--- config.mk ---
export PLATFORM = sky130hd
export DESIGN_NAME = llc_input_arbiter
export DESIGN_NICKNAME = d
export VERILOG_FILES = /design/src/rtl/llc_input_arbiter.sv
export SDC_FILE = /design/constraint.sdc
export NUM_CORES = 1
export LEC_CHECK = 0
export ABC_CLOCK_PERIOD_IN_PS = 1800
export BUFFER_PORTS_ARGS = -buffer_cell sky130_fd_sc_hd__buf_2
export CAP_MARGIN = 20
export CORE_MARGIN = 2
export CORE_UTILIZATION = 45
export DETAILED_ROUTE_END_ITERATION = 12
export PLACE_DENSITY = 0.71
export SLEW_MARGIN = 25
export SYNTH_ARGS = -nofsm -noshare
export SYNTH_HDL_FRONTEND = slang
export SYNTH_SLANG_ARGS = --single-unit
--- constraint.sdc ---
create_clock -name clk -period 1.8 [get_ports clk]
set_input_delay 0.18 -clock clk [delete_from_list [all_inputs] [get_ports clk]]
set_output_delay 0.18 -clock clk [all_outputs]
set_load 0.1 [all_outputs]
--- src/rtl/llc_input_arbiter.sv ---
// Four-channel LLC input arbiter: fixed priority with starvation boost, one
// grant held per core transaction until core_done.
module llc_input_arbiter #(
   parameter int NUM_REQ      = 4,
   parameter int STARVE_LIMIT = 8,
   parameter int CNT_W        = $clog2(STARVE_LIMIT + 1),
   parameter int IDX_W        = $clog2(NUM_REQ)
) (
   input  logic               clk,
   input  logic               rst,
   input  logic [NUM_REQ-1:0] req_valid,
   input  logic [NUM_REQ-1:0] req_mask,
   output logic [NUM_REQ-1:0] req_ready,
   input  logic               core_idle,
   input  logic               core_done,
   output logic               grant_valid,
   output logic [IDX_W-1:0]   grant_idx,
   output logic [NUM_REQ-1:0] grant_onehot,
   output logic               grant_boosted,
   output logic               busy
);

   // Handshake: a channel is accepted in the cycle req_valid[i] & req_ready[i];
   // req_ready is at most one-hot and only ever asserted in IDLE.
   typedef enum logic {S_IDLE, S_BUSY} state_t;

   localparam logic [CNT_W-1:0] LIMIT = CNT_W'(STARVE_LIMIT);

   state_t             state_q, state_d;
   logic               gv_q, gv_d;
   logic [IDX_W-1:0]   idx_q, idx_d;
   logic [NUM_REQ-1:0] oh_q, oh_d;
   logic               boost_q, boost_d;
   logic [CNT_W-1:0]   cnt_q [NUM_REQ];
   logic [CNT_W-1:0]   cnt_d [NUM_REQ];

   logic [NUM_REQ-1:0] eligible;
   logic [NUM_REQ-1:0] starving;
   logic [IDX_W-1:0]   win_idx;
   logic [NUM_REQ-1:0] win_onehot;
   logic               win_boost;
   logic               found;
   logic               fire;

   always_comb begin
      eligible   = req_valid & ~req_mask;
      starving   = '0;
      win_idx    = '0;
      win_onehot = '0;
      found      = 1'b0;
      for (int i = 0; i < NUM_REQ; i++) begin
         starving[i] = eligible[i] && (cnt_q[i] >= LIMIT);
      end
      win_boost = |starving;
      // Starving channels override plain priority; lowest index wins in both cases.
      for (int i = 0; i < NUM_REQ; i++) begin
         if (!found && (win_boost ? starving[i] : eligible[i])) begin
            win_idx = IDX_W'(i);
            found   = 1'b1;
         end
      end
      win_onehot[win_idx] = 1'b1;
      fire      = rst && (state_q == S_IDLE) && core_idle && (|eligible);
      req_ready = fire ? win_onehot : '0;

      state_d = state_q;
      gv_d    = gv_q;
      idx_d   = idx_q;
      oh_d    = oh_q;
      boost_d = boost_q;
      cnt_d   = cnt_q;
      case (state_q)
         S_IDLE: begin
            if (fire) begin
               state_d = S_BUSY;
               gv_d    = 1'b1;
               idx_d   = win_idx;
               oh_d    = win_onehot;
               boost_d = win_boost;
               for (int i = 0; i < NUM_REQ; i++) begin
                  if (win_onehot[i])
                     cnt_d[i] = '0;
                  else if (eligible[i])
                     cnt_d[i] = (cnt_q[i] >= LIMIT) ? LIMIT : cnt_q[i] + CNT_W'(1);
                  else
                     cnt_d[i] = '0;
               end
            end
         end
         S_BUSY: begin
            if (core_done) begin
               state_d = S_IDLE;
               gv_d    = 1'b0;
               boost_d = 1'b0;
            end
         end
         default: state_d = S_IDLE;
      endcase
   end

   always_ff @(posedge clk) begin
      if (!rst) begin
         state_q <= S_IDLE;
         gv_q    <= 1'b0;
         idx_q   <= '0;
         oh_q    <= '0;
         boost_q <= 1'b0;
         for (int i = 0; i < NUM_REQ; i++) cnt_q[i] <= '0;
      end else begin
         state_q <= state_d;
         gv_q    <= gv_d;
         idx_q   <= idx_d;
         oh_q    <= oh_d;
         boost_q <= boost_d;
         for (int i = 0; i < NUM_REQ; i++) cnt_q[i] <= cnt_d[i];
      end
   end

   assign grant_valid   = gv_q;
   assign grant_idx     = idx_q;
   assign grant_onehot  = oh_q;
   assign grant_boosted = boost_q;
   assign busy          = (state_q == S_BUSY);

endmodule

==> metrics.cfg <==
[sta]
setup_ws_ns=-0.184
fmax_mhz=504
post-route-min-period_ns=1.98
fin_crit_sh_pct=110
setup_viol=4
max-slew-margin-rel_pct=67.4
hold_viol_final=0
slew_viol_final=0
worst_slew_pin_slew_ns=0.492
grt_setup_unrepaired=true
clock_skew_ns=0.00181

[routing]
drc=0
ant_nets=0
num_vias=1392
routed_wl_um=3760
post_drt_wl_per_cell_um=14.8
viasPerCell=5.48
drtIter0Drc=69
first_pass_iters=4

[place]
io_buffer_count=24
dp_cells=241
dp_hpwl_um=2750
place.gp.congestion=0.851

[die]
die-area_mm2=0.00370
die_w_um=60.8
die_height_um=60.8
initial_core_util_pct=47.5
core_mm2=0.00305
row_count=20
io_pins=25

[grt]
grt_pass1_vias=1371
grt_max_degree=18
overflow=0
grt_usage_pct=22.9
antenna_found_initial=0
grt_pass1_wl_um=6230

[cts]
clk_pin_slew_ns=0.14
clkSinkCount=25
numCtsBuffers=3
htree_levels=1
cts-root-buf=clkbuf_4
cts_tree=done
clockBufferDepth=2
worstSkewPairLatency_ns=0.33

[synth]
synth.distinct_cells=49
yosys.area.top_type_share_pct=34.5
syn_area_mm2=0.00145
syn_inst=167
syn_avg_cell_area_um2=8.69
synth_top_cell_by_area=dfxtp_1
ys_seq_elements=25
yosys-top-cells-area=dfxtp_1, ha_1, nand2_1
ys_async_sr_fraction_pct=0
yosys_most_used_dff=dfxtp_1
synth_warnings=0
seq_area_frac_synth_pct=34.5
synth_nets=187
synth_edf_count=0

[cells_and_area]
layout.nets=231
fin_cells=254
n_antenna_cell=0
syn2layout_area_growth_pct=34.1
postLayoutCoreUtil_pct=63.8
regArea_um2=514
layout-drive-gt1-share_pct=36.2
fillers=290
multi_input_area_um2=952

[critical_path]
cp.required_ns=1.62
regToRegSetupSlack_ns=0.10
crit_path_max_fanout=3
critPathKind=reg2out
startpoint_type=flip-flop
critPathArrivalTime_ns=1.80
critPathCaptureType=output pin

[status]
violations=negative setup slack
outcome=finished with violations

[worst_hold_path]
hp-class=in2reg

[power]
p_sw_w=0.000392
vdd_drop_max_uv=338
p_seq_share_pct=50.6
internal_power_w=0.000741
pwr_density_cell_mw_per_mm2=582
clkPwrFrac_pct=23.4
leakagePower_nw=0.818
switching_share_pct=34.6
comb_power_share_pct=25.9

[run]
cap_viol_max_count=0

## cells in the final DEF (no fill, tap or decap), drive strengths merged, types with 3 or more instances in the layout
master  synthesis  final
a21boi          6      6
a21oi           4      4
a22o            4      4
a31oi           4      4
buf             6     46
clkbuf          1      3
dfxtp          25     25
ha              8      8
inv            11     10
nand2          19     19
nand2b          9      9
nand3           8      8
nand3b          5      5
nand4           3      3
nor2            8      8
nor2b           4      4
nor3            4      4
o21ai           8      8
## synth_stat cells (5+ instances only)
master,n
dfxtp_1,25
nand2_1,19
inv_1,11
nand2b_1,9
ha_1,8
nand3_1,8
nor2_1,7
o21ai_0,6
a21boi_0,5
## through the flow
step                setup slack [ns]  total power (W)  area (µm²)  TNS (ns)  hold WS [ns]
floorplan                     -0.105         0.000786        1480    -0.162         0.280
global placement              0.0962         0.000859        1770         0         0.390
global route                  -0.290          0.00119        1950    -0.941        0.0487
detailed placement            0.0834         0.000864        1770         0         0.398
finish                        -0.184          0.00113        1950    -0.546        0.0367
CTS                           -0.194          0.00113        1880    -0.561        0.0390
## routing by layer
layer | routed length (µm) | vias up | track usage, %
li1 | - | 686 | -
met1 | 1700 | 689 | 28.2
met2 | 1940 | 13 | 41.0
met3 | 74 | 4 | 3.20
met4 | 42 | 0 | 7.45
met5 | 0 | - | 0
## registers in the layout, indices dropped and copies added (netlist names)
| signal | count |
|---|---|
| grant_boosted | 1 |
| grant_idx | 2 |
| busy | 1 |
| grant_valid | 1 |
| cnt_q | 16 |
| grant_onehot | 4 |
## final timing paths
path                                                    from                      endpoint  cells after the start
worst max-delay path                   cnt_q[7]$_SDFFE_PN0P_                  req_ready[3]                      6
worst min-delay path                               core_done               busy$_SDFF_PN0_                      2
worst max register to register        cnt_q[15]$_SDFFE_PN0P_         cnt_q[0]$_SDFFE_PN0P_                      7
worst min register to register  grant_onehot[3]$_SDFFE_PN0P_  grant_onehot[3]$_SDFFE_PN0P_                      2
## timing repair
item | CTS | global route
resized for setup | 11 | 7
pin swaps | 8 | 4
hold buffers | 0 | 0
endpoints found under the hold margin | 0 | 0
buffers inserted | 6 | 3
endpoints found under the setup margin | 4 | 9
## critical path, cell delays in order (launching register included)
cell and delay, ns:
dfxtp_2 0.35, nand3b_1 0.17, o221a_4 0.34, nor3_4 0.20
nand2_2 0.11, nor2_4 0.12, buf_12 0.18
## logic make-up after synthesis
logic type | Yosys count | share of synthesized area (%)
AND/OR/NAND/NOR | 69 | 27.4
AO/OA/AOI/OAI | 45 | 23.9
flip-flops | 25 | 34.5
buffers and inverters | 18 | 5.78
adder cells (fa/ha/maj) | 8 | 6.90
multiplexers | 2 | 1.55
## power by group through the flow
| stage | Clock, W | Sequential, W | Combinational, W |
|---|---|---|---|
| after floorplan | 0 | 0.000671 | 0.000115 |
| after global placement | 0 | 0.000587 | 0.000272 |
| after detailed placement | 0 | 0.000589 | 0.000275 |
| after CTS | 0.000269 | 0.000573 | 0.000284 |
| after global routing | 0.000298 | 0.000576 | 0.000312 |
| final | 0.000265 | 0.000573 | 0.000294 |
## layout make-up
class                           count  area share (%)
Multi-Input combinational cell    124            48.9
Sequential cell                    25            26.4
Timing Repair Buffer               46            18.1
Tap cell                           44            2.83
Inverter                           11            2.31
Clock buffer                        3            1.16
Clock inverter                      1           0.257
No activity file was read; power rests on OpenSTA's default activity.
